[config.mk]
export PLATFORM = sky130hd
export DESIGN_NAME = snn_weight_loader
export DESIGN_NICKNAME = d
export VERILOG_FILES = /design/src/rtl/snn_loader_pkg.sv /design/src/rtl/weight_word_packer.sv /design/src/rtl/snn_weight_loader.sv
export SDC_FILE = /design/constraint.sdc
export NUM_CORES = 1
export LEC_CHECK = 0
export ABC_AREA = 1
export CORE_UTILIZATION = 35
export DETAILED_ROUTE_END_ITERATION = 10
export MAX_ROUTING_LAYER = met4
export RECOVER_POWER = 50
export SYNTH_ARGS = -nofsm -noshare
export SYNTH_HDL_FRONTEND = slang
export SYNTH_SLANG_ARGS = --single-unit
[constraint.sdc]
create_clock -name wb_clk -period 2.6 [get_ports wb_clk]
set_clock_uncertainty 0.05 [all_clocks]
set_input_delay 0.65 -clock wb_clk [delete_from_list [all_inputs] [get_ports wb_clk]]
set_output_delay 0.65 -clock wb_clk [all_outputs]
set_load 0.005 [all_outputs]
[src/rtl/snn_loader_pkg.sv]
// snn_loader_pkg: shared constants, FSM state encoding and a count-range helper
// for the SNN weight loader.
// Optional feature macro: SNN_WEIGHT_LOADER_CHECKSUM_EN (adds the CHK state).
package snn_loader_pkg;

  localparam int WEIGHT_DEPTH = 8192;
  localparam int DW           = 16;
  localparam int CFG_W        = 7;
  localparam int LCNT_W       = 2 * CFG_W;
  localparam int NUM_LAYERS   = 4;

`ifdef SNN_WEIGHT_LOADER_CHECKSUM_EN
  typedef enum logic [2:0] {
    ST_IDLE = 3'd0,
    ST_LO   = 3'd1,
    ST_HI   = 3'd2,
    ST_WR   = 3'd3,
    ST_NEXT = 3'd4,
    ST_CHK  = 3'd5,
    ST_DONE = 3'd6,
    ST_ERR  = 3'd7
  } state_e;
`else
  typedef enum logic [2:0] {
    ST_IDLE = 3'd0,
    ST_LO   = 3'd1,
    ST_HI   = 3'd2,
    ST_WR   = 3'd3,
    ST_NEXT = 3'd4,
    ST_DONE = 3'd6,
    ST_ERR  = 3'd7
  } state_e;
`endif

  // A layer word count is usable when it is non-zero and fits the memory.
  function automatic logic count_ok(input logic [31:0] cnt, input logic [31:0] depth);
    return (cnt != 32'd0) && (cnt <= depth);
  endfunction

endpackage

[src/rtl/weight_word_packer.sv]
// weight_word_packer: captures the low byte, then forms the little-endian
// weight word when the high byte arrives. The word register holds its value
// until the next high byte, so it doubles as the write-data output.
module weight_word_packer #(
  parameter int DW = 16
) (
  input  logic          clk_i,
  input  logic          rst_ni,
  input  logic          lo_take_i,
  input  logic          hi_take_i,
  input  logic [7:0]    byte_i,
  output logic [DW-1:0] word_o
);

  logic [7:0]    lo_q;
  logic [DW-1:0] word_q;

  // Low byte is parked; the high byte completes the word in one step.
  always_ff @(posedge clk_i or negedge rst_ni) begin
    if (!rst_ni) begin
      lo_q   <= '0;
      word_q <= '0;
    end else begin
      if (lo_take_i) lo_q <= byte_i;
      if (hi_take_i) word_q <= DW'({byte_i, lo_q});
    end
  end

  assign word_o = word_q;

endmodule

[src/rtl/snn_weight_loader.sv]
// snn_weight_loader: streams little-endian weight words from a flash byte
// stream into up to four per-layer weight memories.
// Optional feature macro: SNN_WEIGHT_LOADER_CHECKSUM_EN -- when defined, a
// 16-bit wrapping sum of all written words is compared against a two-byte
// trailer in the CHK state.
module snn_weight_loader #(
  parameter int WEIGHT_DEPTH = snn_loader_pkg::WEIGHT_DEPTH,
  parameter int DW           = snn_loader_pkg::DW,
  parameter int CFG_W        = snn_loader_pkg::CFG_W
) (
  input  logic             wb_clk,
  input  logic             wb_rst_n,
  input  logic             i_start,
  input  logic [CFG_W-1:0] i_snn_input_channels,
  input  logic [CFG_W-1:0] i_neuron_1,
  input  logic [CFG_W-1:0] i_neuron_2,
  input  logic [CFG_W-1:0] i_neuron_3,
  input  logic [CFG_W-1:0] i_neuron_4,
  input  logic [2:0]       i_layers,
  input  logic [7:0]       i_byte_dat,
  input  logic             i_byte_valid,
  output logic             o_byte_ready,
  output logic [31:0]      o_snn_adr,
  output logic [3:0]       o_snn_we,
  output logic [DW-1:0]    o_snn_dat,
  output logic             o_busy,
  output logic             o_done,
  output logic             o_err
);

  import snn_loader_pkg::*;

  localparam int CNT_W = 2 * CFG_W;

  state_e           state_q, state_d;
  logic [CNT_W-1:0] cnt_in  [NUM_LAYERS];
  logic [CNT_W-1:0] cnt_q   [NUM_LAYERS];
  logic [CFG_W-1:0] fan     [NUM_LAYERS+1];
  logic [NUM_LAYERS-1:0] layer_ok;
  logic             cfg_ok;
  logic [1:0]       last_q;
  logic [1:0]       layer_q;
  logic [CNT_W-1:0] adr_cnt_q;
  logic [31:0]      adr_q;
  logic [3:0]       we_q;
  logic             ready_q, busy_q, done_q, err_q;
  logic             byte_xfer;
  logic             last_word;
  logic [DW-1:0]    word;

`ifdef SNN_WEIGHT_LOADER_CHECKSUM_EN
  logic [15:0]      sum_q;
  logic [7:0]       chk_lo_q;
  logic             chk_phase_q;
`endif

  // Fan-in/fan-out chain: layer k spans fan[k] inputs to fan[k+1] outputs.
  assign fan[0] = i_snn_input_channels;
  assign fan[1] = i_neuron_1;
  assign fan[2] = i_neuron_2;
  assign fan[3] = i_neuron_3;
  assign fan[4] = i_neuron_4;

  genvar gi;
  generate
    for (gi = 0; gi < NUM_LAYERS; gi++) begin : g_cnt
      assign cnt_in[gi]   = CNT_W'(fan[gi]) * CNT_W'(fan[gi+1]);
      // Inactive layers never block a load, whatever their count.
      assign layer_ok[gi] = (3'(gi) >= i_layers) ||
                            count_ok(32'(cnt_in[gi]), 32'(WEIGHT_DEPTH));
    end
  endgenerate

  assign cfg_ok    = (i_layers != 3'd0) && (i_layers <= 3'd4) && (&layer_ok);
  assign byte_xfer = i_byte_valid && ready_q;
  assign last_word = (adr_cnt_q == cnt_q[layer_q] - CNT_W'(1));

  weight_word_packer #(.DW(DW)) u_packer (
    .clk_i     (wb_clk),
    .rst_ni    (wb_rst_n),
    .lo_take_i (state_q == ST_LO && byte_xfer),
    .hi_take_i (state_q == ST_HI && byte_xfer),
    .byte_i    (i_byte_dat),
    .word_o    (word)
  );

  // Next-state decode for the load sequence.
  always_comb begin
    state_d = state_q;
    case (state_q)
      ST_IDLE, ST_DONE, ST_ERR: if (i_start) state_d = cfg_ok ? ST_LO : ST_ERR;
      ST_LO:   if (byte_xfer) state_d = ST_HI;
      ST_HI:   if (byte_xfer) state_d = ST_WR;
      ST_WR:   state_d = last_word ? ST_NEXT : ST_LO;
`ifdef SNN_WEIGHT_LOADER_CHECKSUM_EN
      ST_NEXT: state_d = (layer_q == last_q) ? ST_CHK : ST_LO;
      ST_CHK:  if (byte_xfer && chk_phase_q)
                 state_d = ({i_byte_dat, chk_lo_q} == sum_q) ? ST_DONE : ST_ERR;
`else
      ST_NEXT: state_d = (layer_q == last_q) ? ST_DONE : ST_LO;
`endif
      default: state_d = ST_IDLE;
    endcase
  end

  // State, counters and registered outputs; outputs follow the next state so
  // they are aligned with the state they describe.
  always_ff @(posedge wb_clk or negedge wb_rst_n) begin
    if (!wb_rst_n) begin
      state_q   <= ST_IDLE;
      for (int i = 0; i < NUM_LAYERS; i++) cnt_q[i] <= '0;
      last_q    <= '0;
      layer_q   <= '0;
      adr_cnt_q <= '0;
      adr_q     <= '0;
      we_q      <= '0;
      ready_q   <= 1'b0;
      busy_q    <= 1'b0;
      done_q    <= 1'b0;
      err_q     <= 1'b0;
`ifdef SNN_WEIGHT_LOADER_CHECKSUM_EN
      sum_q       <= '0;
      chk_lo_q    <= '0;
      chk_phase_q <= 1'b0;
`endif
    end else begin
      state_q <= state_d;
`ifdef SNN_WEIGHT_LOADER_CHECKSUM_EN
      ready_q <= (state_d == ST_LO) || (state_d == ST_HI) || (state_d == ST_CHK);
`else
      ready_q <= (state_d == ST_LO) || (state_d == ST_HI);
`endif
      busy_q  <= !((state_d == ST_IDLE) || (state_d == ST_DONE) || (state_d == ST_ERR));
      done_q  <= (state_d == ST_DONE);
      err_q   <= (state_d == ST_ERR);
      we_q    <= '0;
      case (state_q)
        ST_IDLE, ST_DONE, ST_ERR: begin
          if (i_start) begin
            cnt_q     <= cnt_in;
            last_q    <= 2'(i_layers - 3'd1);
            layer_q   <= '0;
            adr_cnt_q <= '0;
`ifdef SNN_WEIGHT_LOADER_CHECKSUM_EN
            sum_q       <= '0;
            chk_phase_q <= 1'b0;
`endif
          end
        end
        ST_HI: begin
          // Strobe and address are launched together with the word itself.
          if (byte_xfer) begin
            we_q  <= 4'b0001 << layer_q;
            adr_q <= 32'(adr_cnt_q);
          end
        end
        ST_WR: begin
          if (!last_word) adr_cnt_q <= adr_cnt_q + CNT_W'(1);
`ifdef SNN_WEIGHT_LOADER_CHECKSUM_EN
          sum_q <= sum_q + 16'(word);
`endif
        end
        ST_NEXT: begin
          adr_cnt_q <= '0;
          layer_q   <= layer_q + 2'd1;
        end
`ifdef SNN_WEIGHT_LOADER_CHECKSUM_EN
        ST_CHK: begin
          if (byte_xfer && !chk_phase_q) begin
            chk_lo_q    <= i_byte_dat;
            chk_phase_q <= 1'b1;
          end
        end
`endif
        default: ;
      endcase
    end
  end

  assign o_byte_ready = ready_q;
  assign o_snn_adr    = adr_q;
  assign o_snn_we     = we_q;
  assign o_snn_dat    = word;
  assign o_busy       = busy_q;
  assign o_done       = done_q;
  assign o_err        = err_q;

endmodule

==> Word-level counts from Yosys, hierarchy flattened <==
Index checks and enable logic that the tools add are counted.
{ "op_classes": {"eq_ne": 14, "n_lt_le_gt_ge": 10, "add_sub_neg": 4, "n_mul": 4, "n_reduce_logical": 32, "mux": 17, "shifts": 1, "bitwise": 1} }
{ "op_table": {"columns": ["op", "n"], "rows": [
  ["$le A14 B14 Y1 const B", 4],
  ["$mul A7 B7 Y14", 4],
  ["$mux W14", 4],
  ["$reduce_bool A14 Y1", 4],
  ["$pmux W14 S3", 1],
  ["$bmux W14 S2", 1],
  ["$mux W3", 6],
  ["$eq A3 B3 Y1 const B", 5],
  ["$pmux W3 S5", 1],
  ["$add A14 B1 Y14 const B", 1],
  ["$eq A14 B14 Y1", 1],
  ["$sub A14 B1 Y14 const B", 1],
  ["$eq A3 B2 Y1 const B", 3],
  ["$logic_and A1 B1 Y1", 9],
  ["$mux W4", 2],
  ["$logic_or A1 B1 Y1", 7],
  ["$eq A3 B1 Y1 const B", 2],
  ["$ge A1 B3 Y1 const A", 2],
  ["$ge A2 B3 Y1 const A", 2],
  ["$logic_not A3 Y1", 2],
  ["$reduce_and A2 Y1", 3],
  ["$reduce_bool A3 Y1", 2],
  ["$ne A2 B2 Y1 const B", 2],
  ["$pmux W2 S2", 1],
  ["13 further kinds", 13]
]} }
{ "totals": {"reg_bits": 123, "word_cells": 99, "in_bits": 50} }

==> Depth between registers and ports, before layout <==
Gate-level depths: netlist of the first run.
{ "depth": {"word_depth": 13, "ltp_mapped": 32, "ltp_nobuf": 31} }

==> Hierarchy <==
A second synthesis of the first run with hierarchy kept.
{ "unflattened": {"cells_unflattened": 1939, "area_unflattened_um2": 13610.6} }
{ "modules_own_cells": {"columns": ["module", "instances", "seq_area_each_um2", "area_each_um2", "cells_each"], "rows": [
  ["snn_weight_loader", 1, 2477.4, 12667.1, 1837],
  ["weight_word_packer", 1, 600.6, 943.4, 102]
]} }

==> Least setup slack after synthesis of the first run <==
No wires, ideal clock.
{ "synth_timing": {"kind": "in2reg", "start": "in i_neuron_2[0]", "end": "reg err_q, in the netlist o_err", "required_ns": 2.428, "path_slack_ns": -2.432, "arrival_time_ns": 4.860, "cell_stages": 28, "setup_ns": 0.122, "cell_sequence": "clkbuf_1 -> nand2_1 -> fa_1 -> fa_1 -> inv_1 -> fa_1 -> inv_1 -> fa_1 -> inv_1 -> ha_1 -> nand2_1 -> inv_1 -> nand2_1 -> nand2_1 -> nand2_1 -> nand3_1 -> nand2_1 -> nand2_1 -> nor2_1 -> nand3_1 -> nand3_1 -> nand2_1 -> nor2_1 -> nand2_1 -> nand2_1 -> nand2_1 -> nand2_1 -> nor2_1"} }
{ "synth_via": {"elab_chain_len": 10, "elab_cells_between_ends": 16} }
{ "synth_lines": {"columns": ["element", "line_no", "text"], "rows": [
  ["start: declaration", "snn_weight_loader.sv:16", "input logic [CFG_W-1:0] i_neuron_2,"],
  ["$mul A7 B7 Y14", "snn_weight_loader.sv:67", "assign cnt_in[gi] = CNT_W'(fan[gi]) * CNT_W'(fan[gi+1]);"],
  ["$le A14 B14 Y1 or $reduce_bool A14 Y1 (tied branches)", "snn_loader_pkg.sv:37", "return (cnt != 32'd0) && (cnt <= depth);"],
  ["$logic_and A1 B1 Y1", "snn_loader_pkg.sv:37", null],
  ["$logic_or A1 B1 Y1", "snn_weight_loader.sv:69", "assign layer_ok[gi] = (3'(gi) >= i_layers) ||"],
  ["$reduce_and A4 Y1 *", "snn_weight_loader.sv:74", "assign cfg_ok = (i_layers != 3'd0) && (i_layers <= 3'd4) && (&layer_ok);"],
  ["$logic_and A1 B1 Y1 *", "snn_weight_loader.sv:74", null],
  ["$mux W3 * (2 in series)", "snn_weight_loader.sv:91", "ST_IDLE, ST_DONE, ST_ERR: if (i_start) state_d = cfg_ok ? ST_LO : ST_ERR;"],
  ["$pmux W3 S5 *", "snn_weight_loader.sv:90", "case (state_q)"],
  ["named net state_d[1]", "snn_weight_loader.sv:35", "state_e state_q, state_d;"],
  ["$eq A3 B3 Y1 *", "snn_weight_loader.sv:135", "err_q <= (state_d == ST_ERR);"],
  ["end signal: assignment", "snn_weight_loader.sv:135", null],
  ["end: declaration", "snn_weight_loader.sv:46", "logic ready_q, busy_q, done_q, err_q;"]
]} }
Mark *: on every way through the listed nets, which the timed path passes. The rest lies on a longest branch.
A chain may end at the register's enable or synchronous reset.

==> Worst setup path in the final report of the first run <==
{ "layout_timing": {"start": "in i_neuron_1[4]", "end": "reg err_q, in the netlist o_err"} }
{ "layout_via": {"elab_chain_len": 10, "elab_cells_between_ends": 16} }
{ "layout_lines": {"columns": ["element", "line_no", "text"], "rows": [
  ["start: declaration", "snn_weight_loader.sv:15", "input logic [CFG_W-1:0] i_neuron_1,"],
  ["$mul A7 B7 Y14", "snn_weight_loader.sv:67", null],
  ["$le A14 B14 Y1 or $reduce_bool A14 Y1 (tied branches)", "snn_loader_pkg.sv:37", null],
  ["$logic_and A1 B1 Y1", "snn_loader_pkg.sv:37", null],
  ["$logic_or A1 B1 Y1", "snn_weight_loader.sv:69", null],
  ["$reduce_and A4 Y1 *", "snn_weight_loader.sv:74", null],
  ["$logic_and A1 B1 Y1 *", "snn_weight_loader.sv:74", null],
  ["$mux W3 * (2 in series)", "snn_weight_loader.sv:91", null],
  ["$pmux W3 S5 *", "snn_weight_loader.sv:90", null],
  ["named net state_d[2]", "snn_weight_loader.sv:35", null],
  ["$eq A3 B3 Y1 *", "snn_weight_loader.sv:135", null]
]} }
Marks and branches as above.

==> flow_summary.json, run 1 <==
{
  "grt_overflow_total": 0,
  "antenna_found_initial": 0,
  "crit_fanout": 6,
  "peakVddDrop_v": 0.000617,
  "die_area_um2": 40100,
  "remaining_drc_errors": 0,
  "async_reset_ff_share_pct": 100,
  "wl_um": 39700,
  "ys.flop_type": "dfrtp_1",
  "layoutNonFillerInstCount": 2911,
  "die_w_um": 200,
  "grt_max_degree": 67,
  "yosys-top-cells-area": "dfrtp_1, nand2_1, fa_1, ha_1, inv_1",
  "power_density_nw_per_um2": 997,
  "syn_inst": 1976,
  "cts_root_buf": "clkbuf_16",
  "hold_viol": 0,
  "grt_usage_pct": 19.8,
  "switching_share_pct": 44.4,
  "synthToLayoutAreaGrowth_pct": 51.8,
  "dr.first_iter.drc_count": 684,
  "path_clk_slew_ns": 0.06,
  "ys_seq_area_share_pct": 22.4,
  "synth_edf_count": 0,
  "cts.sinks": 123,
  "hp-class": "reg -> reg",
  "crit_path_end_kind": "register",
  "clk_path_buf_depth": 2,
  "p_leak_nw": 11.3,
  "ys_types": 38,
  "criticalPathCategory": "in -> reg",
  "start_util_pct": 35.6,
  "slew-limit-headroom_pct": -4.92,
  "rsz0062_at_grt": "yes",
  "dp_cells": 2800,
  "violations": "max-capacitance violations, max-slew violations, negative setup slack",
  "setup_slack_ns": -2.03,
  "syn_avg_cell_area_um2": 6.96,
  "max_freq_ghz": 0.216,
  "cts_inserted_buffers": 17,
  "die_h_um": 200,
  "port-buffer-count": 87,
  "worstPathArrival_ns": 4.93,
  "hold_slack_ns": 0.430,
  "drt_pass1_iterations": 9,
  "core-area_um2": 38600,
  "clock_latency_ns": 0.43,
  "grt_pass1_wl_um": 64000,
  "period_minus_slack_ns": 4.63,
  "combPwrFrac_pct": 73.7,
  "fin_util_pct": 54.0,
  "first_global_vias": 13300,
  "synth_top_area_cell": "dfrtp_1",
  "num-fill-cells": 3475,
  "setup_viol": 64,
  "io_pins": 106,
  "rows": 72,
  "final_max_slew_viol_count": 32,
  "fin_crit_sh_pct": 178,
  "cts_htree_levels": 4,
  "clkPwrFrac_pct": 11.4,
  "p_seq_share_pct": 14.9,
  "globalplace.congestion": 0.863,
  "worstPathRequired_ns": 2.91,
  "status": "finished with violations",
  "antenna_cells": 0,
  "power_switching_mw": 9.23,
  "ctsHoldBuffers": 0,
  "syn_area_um2": 13700,
  "synth.ff_latch_count": 123,
  "start_kind": "input pin",
  "synth_top_area_share_pct": 22.4,
  "num_vias": 13500,
  "cts_tree": "done",
  "internal_power_mw": 11.6,
  "dp_hpwl_um": 29900,
  "cap_violations": 1,
  "ys_warn_count": 0,
  "reg2reg_slack_ns": -0.27,
  "fin_nets": 2662,
  "vias_per_cell": 4.65,
  "wl_per_cell_um": 13.6,
  "ant_nets": 0,
  "layout-drive-gt1-share_pct": 37.3,
  "worst_slew_pin_slew_ns": 1.57
}
==> cell usage after synthesis (2+ instances only) <==
cell,n
nand4_1,22
o21ai_2,14
nor4_1,4
nand2_2,6
dfrtp_1,123
nor2_4,4
xnor2_1,7
inv_1,380
buf_2,3
nand3_1,136
buf_4,22
nor2_2,3
nand3b_1,5
nor3b_1,2
inv_2,3
xor2_1,20
nand2_1,662
nor3_1,10
a21o_1,3
ha_1,136
nor2_1,136
o21bai_1,3
nand3_2,4
clkbuf_1,40
o21ai_0,67
a31oi_1,20
fa_1,96
mux2_2,8
buf_6,4
a21oi_1,25
==> placed cells by master, fill, tap and decap left out, drive strengths merged, types with 5 or more instances in the layout <==
cell type | Yosys | routed
buf | 29 | 371
conb | 1 | 18
a31oi | 20 | 20
clkinv | 0 | 6
nand3 | 140 | 140
ha | 136 | 136
xnor2 | 7 | 7
mux2 | 8 | 8
nand3b | 5 | 5
a21oi | 25 | 25
clkdlybuf4s50 | 0 | 52
nor3 | 10 | 10
xor2 | 20 | 20
dfrtp | 123 | 123
nand2 | 669 | 669
inv | 384 | 389
fa | 96 | 96
o21ai | 81 | 81
nor2 | 143 | 144
nand4 | 23 | 23
clkbuf | 40 | 28
==> power by group through the flow <==
stage | Sequential [mW] | Clock, mW | Combinational (mW)
after floorplan | 2.96 | 0 | 6.94
after global placement | 3.06 | 0 | 11.2
after detailed placement | 3.07 | 0 | 11.4
after CTS | 3.05 | 2.41 | 13.1
after global routing | 3.17 | 2.51 | 16.8
final | 3.09 | 2.37 | 15.3
==> area by class of cell <==
cell class,count,area [um2],area share (%)
clock inverters,15,164,0.786
clock buffers,17,425,2.04
flip-flops and latches,123,3080,14.8
inverters,384,1460,6.99
multi-input cells,1418,11100,53.2
repair buffers,436,3990,19.1
well taps,518,648,3.11
==> critical path: stages <==
cell and delay, ns:
buf_6 0.08, buf_4 0.11, nand2_2 0.05, fa_1 0.50, fa_1 0.54, inv_2 0.05, fa_1 0.49, inv_1 0.05
fa_1 0.49, inv_2 0.05, ha_4 0.24, nand2_2 0.07, nand2_2 0.07, a21oi_2 0.16, nand2_2 0.11, xor2_2 0.17
nor2_2 0.14, nand3_2 0.13, nand2_2 0.08, nand2_2 0.06, nor2_4 0.13, nor2_2 0.06, nand2_2 0.10, nand2_4 0.10
nand2_4 0.10, nand2_4 0.06, nor2_1 0.10
==> routing by layer <==
layer	track usage (%)	part of all wire [%]	vias up
met2	32.9	50	240
met4	6.15	2.3	0
met5	-	0	-
met1	25.5	45	6381
met3	1.77	2.5	62
li1	-	-	6849
==> final timing paths <==
| kind | startpoint | to | cells after the start |
|---|---|---|---|
| max reg2reg | layer_q[0] | adr_cnt_q[0] | 22 |
| min in group asynchronous | wb_rst_n | u_packer.lo_q[7] | 1 |
| max in group asynchronous | wb_rst_n | layer_q[0] | 2 |
| min | o_snn_adr[9] | o_snn_adr[9] | 2 |
| min reg2reg | o_snn_adr[9] | o_snn_adr[9] | 2 |
| max | i_neuron_1[4] | o_err | 27 |
==> registers in the layout (all words and copies together) (netlist names), 3 cells and up <==
name and flops:
adr_cnt_q 14, u_packer.lo_q 8, o_snn_adr 14, u_packer.word_o 16, state_q 3, cnt_q 56, o_snn_we 4
==> cell families (layout without fill, tap and decap cells) <==
logic type | after synthesis | after routing | synth area share (%)
mux | 8 | 8 | 0.656
xor+xnor | 27 | 27 | 1.72
simple gates | 997 | 998 | 29.9
other cells | 1 | 18 | 0.0273
buf+inv | 453 | 852 | 13.2
flops | 123 | 123 | 22.4
fa+ha+maj | 232 | 232 | 26.4
compound gates | 135 | 135 | 5.67
==> stage by stage <==
step           instance area, um2  setup WS (ns)  TNS, ns  power (mW)
2_1_floorplan               14600          -2.00   -55.79        9.90
3_3_place_gp                17600          -2.90  -104.61        14.3
3_5_place_dp                17600          -2.99  -107.98        14.4
4_1_cts                     19400          -2.10   -62.52        18.5
5_1_grt                     20900          -2.20   -76.93        22.5
6_report                    20900          -2.03   -59.58        20.8
==> timing repair <==
action	4_1_cts	5_1_grt
hold endpoints to repair	0	0
pin swaps	170	226
gates resized for setup	351	372
endpoints found under the setup margin	65	65
cloned	1	1
buffers inserted	64	45
(Power assumes the default switching activity.)
==> run 2, diff against run 1 <==
HOLD_SLACK_MARGIN = 0.02   (was default)
==> results of run 2 <==
Same layout as run 1: the final DEF is identical, and so are final timing and power.
